[src/rtl/mem_access_stage.sv]
// mem_access_stage
// Pipeline MEM stage. Consumes EX/MEM register outputs, turns each legal
// load/store into a req/ack transaction on the data-memory port, stalls
// upstream while a transaction is outstanding and registers the MEM/WB values.
// Non-memory instructions pass through with one cycle of latency.
//
// Ports:
//   clk, rst_n            clock (rising edge), asynchronous active-low reset
//   valid                 EX/MEM holds a live instruction
//   mem_read, mem_write   load / store controls
//   write_reg, write_back register-file write enable / write-back source select
//   ALU_output            effective address or ALU result
//   readData2             store data
//   rt_or_rd              destination register index
//   stall                 combinational hold request to EX/MEM and earlier
//   dmem_req/we/addr/wdata registered data-memory request
//   dmem_ack, dmem_rdata  memory completion strobe and load data
//   o_*                   registered MEM/WB pipeline values, o_exc = memory exception
module mem_access_stage #(
  parameter int DATA_W = 32,
  parameter int REG_W  = 5
) (
  input  logic              clk,
  input  logic              rst_n,
  input  logic              valid,
  input  logic              mem_read,
  input  logic              mem_write,
  input  logic              write_reg,
  input  logic              write_back,
  input  logic [DATA_W-1:0] ALU_output,
  input  logic [DATA_W-1:0] readData2,
  input  logic [REG_W-1:0]  rt_or_rd,
  output logic              stall,
  output logic              dmem_req,
  output logic              dmem_we,
  output logic [DATA_W-1:0] dmem_addr,
  output logic [DATA_W-1:0] dmem_wdata,
  input  logic              dmem_ack,
  input  logic [DATA_W-1:0] dmem_rdata,
  output logic              o_valid,
  output logic              o_write_reg,
  output logic              o_write_back,
  output logic [DATA_W-1:0] o_ALU_output,
  output logic [DATA_W-1:0] o_mem_data,
  output logic [REG_W-1:0]  o_rt_or_rd,
  output logic              o_exc
);

  typedef enum logic [0:0] {IDLE = 1'b0, WAIT = 1'b1} state_t;

  // An access is an exception when misaligned or when read and write are both set.
  function automatic logic access_exc(input logic rd, input logic wr, input logic [1:0] lsb);
    return (lsb != 2'b00) | (rd & wr);
  endfunction

  state_t state_r, state_s;

  logic              access_s, exc_s, stall_s;
  logic              req_s, we_s;
  logic [DATA_W-1:0] addr_s, wdata_s;

  // Instruction held while its transaction is outstanding
  logic              lat_read_r, lat_read_s;
  logic              lat_write_reg_r, lat_write_reg_s;
  logic              lat_write_back_r, lat_write_back_s;
  logic [DATA_W-1:0] lat_alu_r, lat_alu_s;
  logic [REG_W-1:0]  lat_rd_r, lat_rd_s;

  logic              ov_s, owr_s, owb_s, oexc_s;
  logic [DATA_W-1:0] oalu_s, omd_s;
  logic [REG_W-1:0]  ord_s;

  assign access_s = valid & (mem_read | mem_write);
  assign exc_s    = access_s & access_exc(mem_read, mem_write, ALU_output[1:0]);
  // Stall depends on the live state, but is forced low throughout reset.
  assign stall    = rst_n & stall_s;

  // State register
  always_ff @(posedge clk or negedge rst_n) begin
    if (!rst_n) begin
      state_r <= IDLE;
    end else begin
      state_r <= state_s;
    end
  end

  // Next-state, stall and next values for every registered output
  always_comb begin
    state_s          = state_r;
    stall_s          = 1'b0;
    req_s            = dmem_req;
    we_s             = dmem_we;
    addr_s           = dmem_addr;
    wdata_s          = dmem_wdata;
    lat_read_s       = lat_read_r;
    lat_write_reg_s  = lat_write_reg_r;
    lat_write_back_s = lat_write_back_r;
    lat_alu_s        = lat_alu_r;
    lat_rd_s         = lat_rd_r;
    ov_s             = 1'b0;
    owr_s            = 1'b0;
    oexc_s           = 1'b0;
    owb_s            = o_write_back;
    oalu_s           = o_ALU_output;
    omd_s            = o_mem_data;
    ord_s            = o_rt_or_rd;
    case (state_r)
      IDLE: begin
        if (access_s && !exc_s) begin
          // Launch the request; MEM/WB receives a bubble meanwhile.
          stall_s          = 1'b1;
          state_s          = WAIT;
          req_s            = 1'b1;
          we_s             = mem_write;
          addr_s           = ALU_output;
          wdata_s          = readData2;
          lat_read_s       = mem_read;
          lat_write_reg_s  = write_reg;
          lat_write_back_s = write_back;
          lat_alu_s        = ALU_output;
          lat_rd_s         = rt_or_rd;
        end else begin
          // Pass-through, bubble or exception; a stray ack here is ignored.
          ov_s   = valid;
          owr_s  = write_reg & valid & ~exc_s;
          oexc_s = exc_s;
          owb_s  = write_back;
          oalu_s = ALU_output;
          ord_s  = rt_or_rd;
        end
      end
      WAIT: begin
        stall_s = ~dmem_ack;
        if (dmem_ack) begin
          state_s = IDLE;
          req_s   = 1'b0;
          ov_s    = 1'b1;
          owr_s   = lat_write_reg_r;
          owb_s   = lat_write_back_r;
          oalu_s  = lat_alu_r;
          ord_s   = lat_rd_r;
          if (lat_read_r) begin
            omd_s = dmem_rdata;
          end else begin
            omd_s = o_mem_data;
          end
        end else begin
          state_s = WAIT;
          req_s   = 1'b1;
        end
      end
      default: begin
        state_s = IDLE;
        req_s   = 1'b0;
      end
    endcase
  end

  // Memory port, latched instruction and MEM/WB registers
  always_ff @(posedge clk or negedge rst_n) begin
    if (!rst_n) begin
      dmem_req         <= 1'b0;
      dmem_we          <= 1'b0;
      dmem_addr        <= '0;
      dmem_wdata       <= '0;
      lat_read_r       <= 1'b0;
      lat_write_reg_r  <= 1'b0;
      lat_write_back_r <= 1'b0;
      lat_alu_r        <= '0;
      lat_rd_r         <= '0;
      o_valid          <= 1'b0;
      o_write_reg      <= 1'b0;
      o_write_back     <= 1'b0;
      o_ALU_output     <= '0;
      o_mem_data       <= '0;
      o_rt_or_rd       <= '0;
      o_exc            <= 1'b0;
    end else begin
      dmem_req         <= req_s;
      dmem_we          <= we_s;
      dmem_addr        <= addr_s;
      dmem_wdata       <= wdata_s;
      lat_read_r       <= lat_read_s;
      lat_write_reg_r  <= lat_write_reg_s;
      lat_write_back_r <= lat_write_back_s;
      lat_alu_r        <= lat_alu_s;
      lat_rd_r         <= lat_rd_s;
      o_valid          <= ov_s;
      o_write_reg      <= owr_s;
      o_write_back     <= owb_s;
      o_ALU_output     <= oalu_s;
      o_mem_data       <= omd_s;
      o_rt_or_rd       <= ord_s;
      o_exc            <= oexc_s;
    end
  end

endmodule
[config.mk]
export PLATFORM = sky130hd
export DESIGN_NAME = mem_access_stage
export DESIGN_NICKNAME = d
export VERILOG_FILES = /design/src/rtl/mem_access_stage.sv
export SDC_FILE = /design/constraint.sdc
export NUM_CORES = 1
export LEC_CHECK = 0
export ABC_CLOCK_PERIOD_IN_PS = 2700
export CORE_MARGIN = 4
export CORE_UTILIZATION = 35
export DETAILED_ROUTE_END_ITERATION = 8
export MAX_ROUTING_LAYER = met4
export PLACE_DENSITY = 0.67
export SLEW_MARGIN = 40
export SYNTH_ARGS = -nofsm -noshare
export SYNTH_HDL_FRONTEND = slang
export SYNTH_SLANG_ARGS = --single-unit
[constraint.sdc]
create_clock -name clk -period 2.7 [get_ports clk]
set_input_delay 0.27 -clock clk [delete_from_list [all_inputs] [get_ports clk]]
set_output_delay 0.27 -clock clk [all_outputs]
set_load 0.01 [all_outputs]
==> results of run 1 <==
-- metrics by stage --
step	total power, µW	instances	instance area [µm²]
floorplan	4040	419	6140
global placement	5520	874	8820
detailed placement	5600	874	8820
CTS	7930	907	9410
global route	8230	907	9410
finish	7800	907	9410
-- critical path, cell delays in order, from the launching register on --
cell and delay [ps]:
sky130_fd_sc_hd__dfrtp_2 480, sky130_fd_sc_hd__or4b_4 600, sky130_fd_sc_hd__o22ai_2 130, sky130_fd_sc_hd__and2_1 160, sky130_fd_sc_hd__clkdlybuf4s50_1 540
-- cell type report --
cell class              instances  area (µm²)
clock buffers                  17         425
clock inverters                15         148
fillers                      1401        7820
inverters                       1        3.75
multi-input cells             241        2240
flip-flops and latches        148        3700
well taps                     225         282
repair buffers                260        2610
-- timing repair --
| action | 4_1_cts | 5_1_grt |
|---|---|---|
| setup endpoints to repair | 1 | 1 |
| gates resized for setup | 1 | 1 |
| hold endpoints to repair | 107 | 0 |
| hold buffers | 1 | 0 |
-- path summary, 6_finish.rpt --
kind                           startpoint        endpoint  slack (ps)  depth (start not counted)
min in group asynchronous           rst_n   dmem_wdata[6]         530                          3
setup / recovery                  state_r           stall         100                          4
max in group asynchronous           rst_n         state_r        1140                          4
hold reg to reg            dmem_wdata[26]  dmem_wdata[26]         490                          1
hold / removal                   dmem_ack     o_write_reg         400                          3
setup reg to reg                  state_r   lat_alu_r[13]         620                          4
-- cell families (layout without fill, tap and decap cells) --
group           count (synthesis)  in the layout  synth area share
flops                         148            148             0.603
mux                           140            140             0.249
simple gates                   50             50            0.0344
compound gates                 49             49            0.0733
buf+inv                        30            293            0.0361
xor+xnor                        2              2           0.00408
-- synthesized netlist by cell type, drive strengths merged --
cell type / instances
a21oi: 2
a221o: 38
a311oi: 1
a31oi: 1
and2: 1
buf: 22
clkbuf: 7
clkinv: 1
dfrtp: 148
mux2: 102
mux2i: 38
nand2: 3
nand3: 2
nor2: 40
nor2b: 2
nor3: 1
o21ai: 3
o22ai: 1
o31ai: 2
o41ai: 1
or4b: 1
xnor2: 1
xor2: 1
-- routing by layer --
layer  global-route usage  share of wire
met1                0.217           0.43
met4               0.0699          0.020
met3               0.0461          0.058
met5                    -              0
met2                0.281           0.49
-- power by group --
part / switching [µW] / internal [µW] / leakage, µW / total [µW]
Clock: 983 / 1290 / 0.000267 / 2270
Sequential: 343 / 2800 / 0.00181 / 3140
Combinational: 883 / 1500 / 0.00194 / 2380
Total: 2210 / 5590 / 0.00402 / 7800
==> metrics.log, run 1 <==
INFO  metric wl_per_cell = 18.1 µm
INFO  metric synth_largest_area_cell = sky130_fd_sc_hd__dfrtp_1
INFO  metric floorplan.core_area = 0.0172 mm²
INFO  metric layout.core_utilization = 0.546
INFO  metric synth_warnings = 0
INFO  metric most_frequent_cells_in_the_layout = sky130_fd_sc_hd__clkdlybuf4s50_1 (246), sky130_fd_sc_hd__dfrtp_1 (147), sky130_fd_sc_hd__mux2_1 (60), sky130_fd_sc_hd__mux2_2 (42), sky130_fd_sc_hd__nor2_1 (39)
INFO  metric grt_start_max_net_pins = 109
INFO  metric synth.top_cells.by_area = sky130_fd_sc_hd__dfrtp_1 (60%), sky130_fd_sc_hd__mux2_1 (11%), sky130_fd_sc_hd__mux2_2 (7.7%)
INFO  metric finish.net_count = 778
INFO  metric fin_ws = 98.2 ps
INFO  metric grt_pass1_wl = 27.0 mm
INFO  metric core.rowCount = 48
INFO  metric final_max_slew_viol_count = 0
INFO  metric period_minus_slack = 2600 ps
INFO  metric critical_setup_path_kind = reg -> out
INFO  metric antenna_left = 0
INFO  metric synth.yosys.seq_area_share = 0.603
INFO  metric grt-ovfl-total = 0
INFO  metric synth_largest_type_area_fraction = 0.603
INFO  metric drt_pass1_iterations = 4
INFO  metric total_of_flip_flops_plus_latches_after_synthesis = 148
INFO  metric num_vias = 4,437
INFO  metric synthesis.nets = 528
INFO  metric chipWidth = 140 µm
INFO  metric final.hold.worst_slack = 399 ps
INFO  metric final_hold_viol_count = 0
INFO  metric routabilityCongestion = 0.829
INFO  metric min_path_type = in -> reg
INFO  metric detail_route.vias_per_cell = 4.89
INFO  metric worstSkewPairLatency = 420 ps
INFO  metric timing.max_cap.violations = 0
INFO  metric tritoncts = built
INFO  metric clock_pin_slew_of_the_registers_on_the_worst_case_setup_and_hold_paths = 60 ps
INFO  metric max_freq = 384 MHz
INFO  metric cts_buffer_count = 17
INFO  metric peakVddDrop = 0.417 mV
INFO  metric crit_fanout = 9
INFO  metric slew_headroom = 0.616
INFO  metric worst_slew_pin_slew = 576 ps
INFO  metric synth_area = 0.00614 mm²
INFO  metric dr.first_iter.drc_count = 209
INFO  metric syn_area_per_cell = 14.7 µm²
INFO  metric layout_worst_path_cycle_share = 0.964
INFO  metric crit_arrival = 2330 ps
INFO  metric power_density = 828 mW/mm²
INFO  metric place.detailed.hpwl = 11.6 mm
INFO  metric grt_antenna_before_repair = 0
INFO  metric post-place-ws = 212 ps
INFO  metric worstSetupEndpointType = output pin
INFO  metric clock_path_buffers = 2
INFO  metric floorplan.die.height = 140 µm
INFO  metric n_antenna_cell = 0
INFO  metric postRouteWirelength = 16.4 mm
INFO  metric cts.root.buffer_cell = sky130_fd_sc_hd__clkbuf_16
INFO  metric first_global_vias = 5,045
INFO  metric ioPinCount = 249
INFO  metric syn_to_layout_area_delta = 53.3%
INFO  metric worstSetupStartpointType = flip-flop
INFO  metric grtUsageTotal = 0.177
INFO  metric cts.sinks = 148
INFO  metric post-cts-setup-buffers = 0
INFO  metric dieArea = 0.0197 mm²
INFO  metric power.leakage = 0.00402 µW
INFO  metric layout_commonest_cell = sky130_fd_sc_hd__clkdlybuf4s50_1
INFO  metric buffer_ports.inserted = 248
INFO  metric initial_utilization = 0.356
INFO  metric number_of_h_tree_levels = 4
INFO  metric grt_setup_unrepaired = false
INFO  metric clock-skew-final = 8.55 ps
INFO  metric detail_route.drc_violations = 0
INFO  metric worst-endpoint-required = 2430 ps
INFO  metric setup_total_negative_slack = 0 ps
INFO  metric postSynthCellCount = 419
INFO  metric run_status = complete, no violations
INFO  metric layout_cells_sized_above_1 = 0.136
INFO  metric synth_cell_types = 29
INFO  metric number_of_setup_violations_in_the_final_report = 0
Power figures use the tool's default switching activity.
==> run 2, diff against run 1 <==
CORE_ASPECT_RATIO = 0.6   (was unset)
SKIP_LAST_GASP = 1   (was unset)
SLEW_MARGIN = 5   (was 40)
==> metrics.log, run 2 (same netlist as run 1, synthesis figures left out) <==
INFO  metric layout.area.seq = 0.00370 mm² (about the same)
INFO  metric post-cts-setup-buffers = 0 (unchanged)
INFO  metric grt_setup_unrepaired = false
INFO  metric layout_cells_sized_above_1 = 0.132 (-0.00401)
INFO  metric most_frequent_cells_in_the_layout = sky130_fd_sc_hd__clkdlybuf4s50_1 (246), sky130_fd_sc_hd__dfrtp_1 (148), sky130_fd_sc_hd__mux2_1 (60), sky130_fd_sc_hd__mux2_2 (42), sky130_fd_sc_hd__nor2_1 (39)
INFO  metric final_hold_viol_count = 0 (unchanged)
INFO  metric dr.first_iter.drc_count = 275 (+32%)
INFO  metric number_of_setup_violations_in_the_final_report = 0 (unchanged)
INFO  metric core.rowCount = 37 (-23%)
INFO  metric peakVddDrop = 0.471 mV (+13%)
INFO  metric area_occupied_by_multi_input_gates = 0.00224 mm² (unchanged)
INFO  metric layout.core_utilization = 0.549 (+0.00319)
INFO  metric fillerInstances = 1,398 (-0.21%)
INFO  metric n_antenna_cell = 0 (unchanged)
INFO  metric first_global_vias = 4,935 (-2.2%)
INFO  metric clock_pin_slew_of_the_registers_on_the_worst_case_setup_and_hold_paths = 60 ps (about the same)
INFO  metric post-place-ws = 218 ps (+6.52 ps)
INFO  metric postRouteWirelength = 17.3 mm (+5.3%)
INFO  metric tritoncts = built
INFO  metric layout_commonest_cell = sky130_fd_sc_hd__clkdlybuf4s50_1
INFO  metric cts.root.buffer_cell = sky130_fd_sc_hd__clkbuf_16
INFO  metric min_path_type = in -> async
INFO  metric cts.sinks = 148 (unchanged)
INFO  metric clock-skew-final = 8.52 ps (-0.0275 ps)
INFO  metric detail_route.vias_per_cell = 4.96 (+1.4%)
INFO  metric power.leakage = 0.00404 µW (+0.51%)
INFO  metric floorplan.core_area = 0.0172 mm² (-0.36%)
INFO  metric worstSetupEndpointType = output pin
INFO  metric detail_route.drc_violations = 0 (unchanged)
INFO  metric final_max_slew_viol_count = 0 (unchanged)
INFO  metric worst_slew_pin_slew = 830 ps (+254 ps)
INFO  metric setup_total_negative_slack = 0 ps (unchanged)
INFO  metric max_freq = 403 MHz (+4.8%)
INFO  metric grtUsageTotal = 0.182 (+0.00491)
INFO  metric timing.max_cap.violations = 0 (unchanged)
INFO  metric chipWidth = 179 µm (+27%)
INFO  metric cts_buffer_count = 17 (unchanged)
INFO  metric finish.net_count = 777 (-0.13%)
INFO  metric wl_per_cell = 19.0 µm (+4.5%)
INFO  metric num_vias = 4,535 (+2.2%)
INFO  metric routabilityCongestion = 0.762 (-8.1%)
INFO  metric worst-endpoint-required = 2430 ps (about the same)
INFO  metric period_minus_slack = 2480 ps (-118 ps)
INFO  metric critical-path-max-stage-delay = 580 ps (-20 ps)
INFO  metric ioPinCount = 249 (unchanged)
INFO  metric floorplan.die.height = 111 µm (-21%)
INFO  metric worstSetupStartpointType = flip-flop
INFO  metric initial_utilization = 0.358 (+0.00127)
INFO  metric antenna_left = 0 (unchanged)
INFO  metric grt_pass1_wl = 27.5 mm (+1.7%)
INFO  metric critical_setup_path_kind = reg -> out
INFO  metric number_of_h_tree_levels = 4 (unchanged)
INFO  metric crit_fanout = 4 (-5)
INFO  metric layout_worst_path_cycle_share = 0.920 (-0.0437)
INFO  metric clock_path_buffers = 2 (unchanged)
INFO  metric grt_antenna_before_repair = 1 (+1)
INFO  metric run_status = complete, no violations
INFO  metric crit_arrival = 2210 ps (-120 ps)
INFO  metric syn_to_layout_area_delta = 53.6%
INFO  metric place.detailed.hpwl = 12.1 mm (+4.2%)
INFO  metric crit_chain = or4b_4, o22ai_2, and2_1, clkdlybuf4s50_1
INFO  metric grt_start_max_net_pins = 149 (+37%)
INFO  metric buffer_ports.inserted = 248 (unchanged)
INFO  metric grt-ovfl-total = 0 (unchanged)
INFO  metric cell_with_the_biggest_individual_delay_on_the_critical_path = sky130_fd_sc_hd__or4b_4
INFO  metric fin_ws = 216 ps (+118 ps)
INFO  metric dieArea = 0.0198 mm² (+0.35%)
INFO  metric critical_path_buf_inv_count = 1 (unchanged)
INFO  metric drt_pass1_iterations = 5 (+1)
INFO  metric worstSkewPairLatency = 410 ps (about the same)
INFO  metric slew_headroom = 0.446 (-0.170)
INFO  metric crit_family = simple AND/OR/NAND/NOR gates
INFO  metric power_density = 838 mW/mm² (+1.2%)
## run 2: layout make-up
type                            count  share of cell area
Clock buffer                       20              0.0484
Clock inverter                     11              0.0133
Inverter                            1            0.000398
Multi-Input combinational cell    241               0.238
Sequential cell                   148               0.393
Tap cell                          234              0.0310
Timing Repair Buffer              259               0.277
## run 2: final timing paths
check,to,cells past startpoint,startpoint,slack (ps)
max,stall,4,state_r,220
min,o_ALU_output[6],2,rst_n,5
max reg2reg,dmem_wdata[7],4,state_r,740
min reg2reg,dmem_wdata[9],1,dmem_wdata[9],480
max in group asynchronous,o_ALU_output[0],2,rst_n,2040
min in group clk,dmem_req,2,dmem_ack,140
## run 2: through the flow
step                      hold slack, ps  total power (µW)  area (µm²)  std cells
final                               4.75              7910        9440        914
after global routing                 103              8320        9440        914
after CTS                           69.5              8020        9430        914
after detailed placement             475              5620        8850        883
after global placement               467              5540        8850        883
after floorplan                    -25.6              4040        6140        419
## run 2: power by group
group          internal [µW]  switching [µW]  total, µW
logic                   1500             911       2410
registers               2800             357       3160
clock network           1410             936       2340
## run 2: routing by layer
layer  track usage  up-vias  wire [µm]
met2         0.267      191       7630
li1              -     2047          -
met5             -        -          0
met3        0.0725       19       1930
met4        0.0485        0        222
met1         0.236     2278       7540
## run 2: timing repair
action	CTS	global route
hold buffers	0	0
gates resized for setup	0	1
setup endpoints to repair	0	1
## run 2: worst register-to-register path, cell delays in order, from the launching register on
cell	delay (ps)
sky130_fd_sc_hd__dfrtp_1	380
sky130_fd_sc_hd__or4b_4	580
sky130_fd_sc_hd__nor2_4	170
sky130_fd_sc_hd__buf_12	300
sky130_fd_sc_hd__mux2_1	410
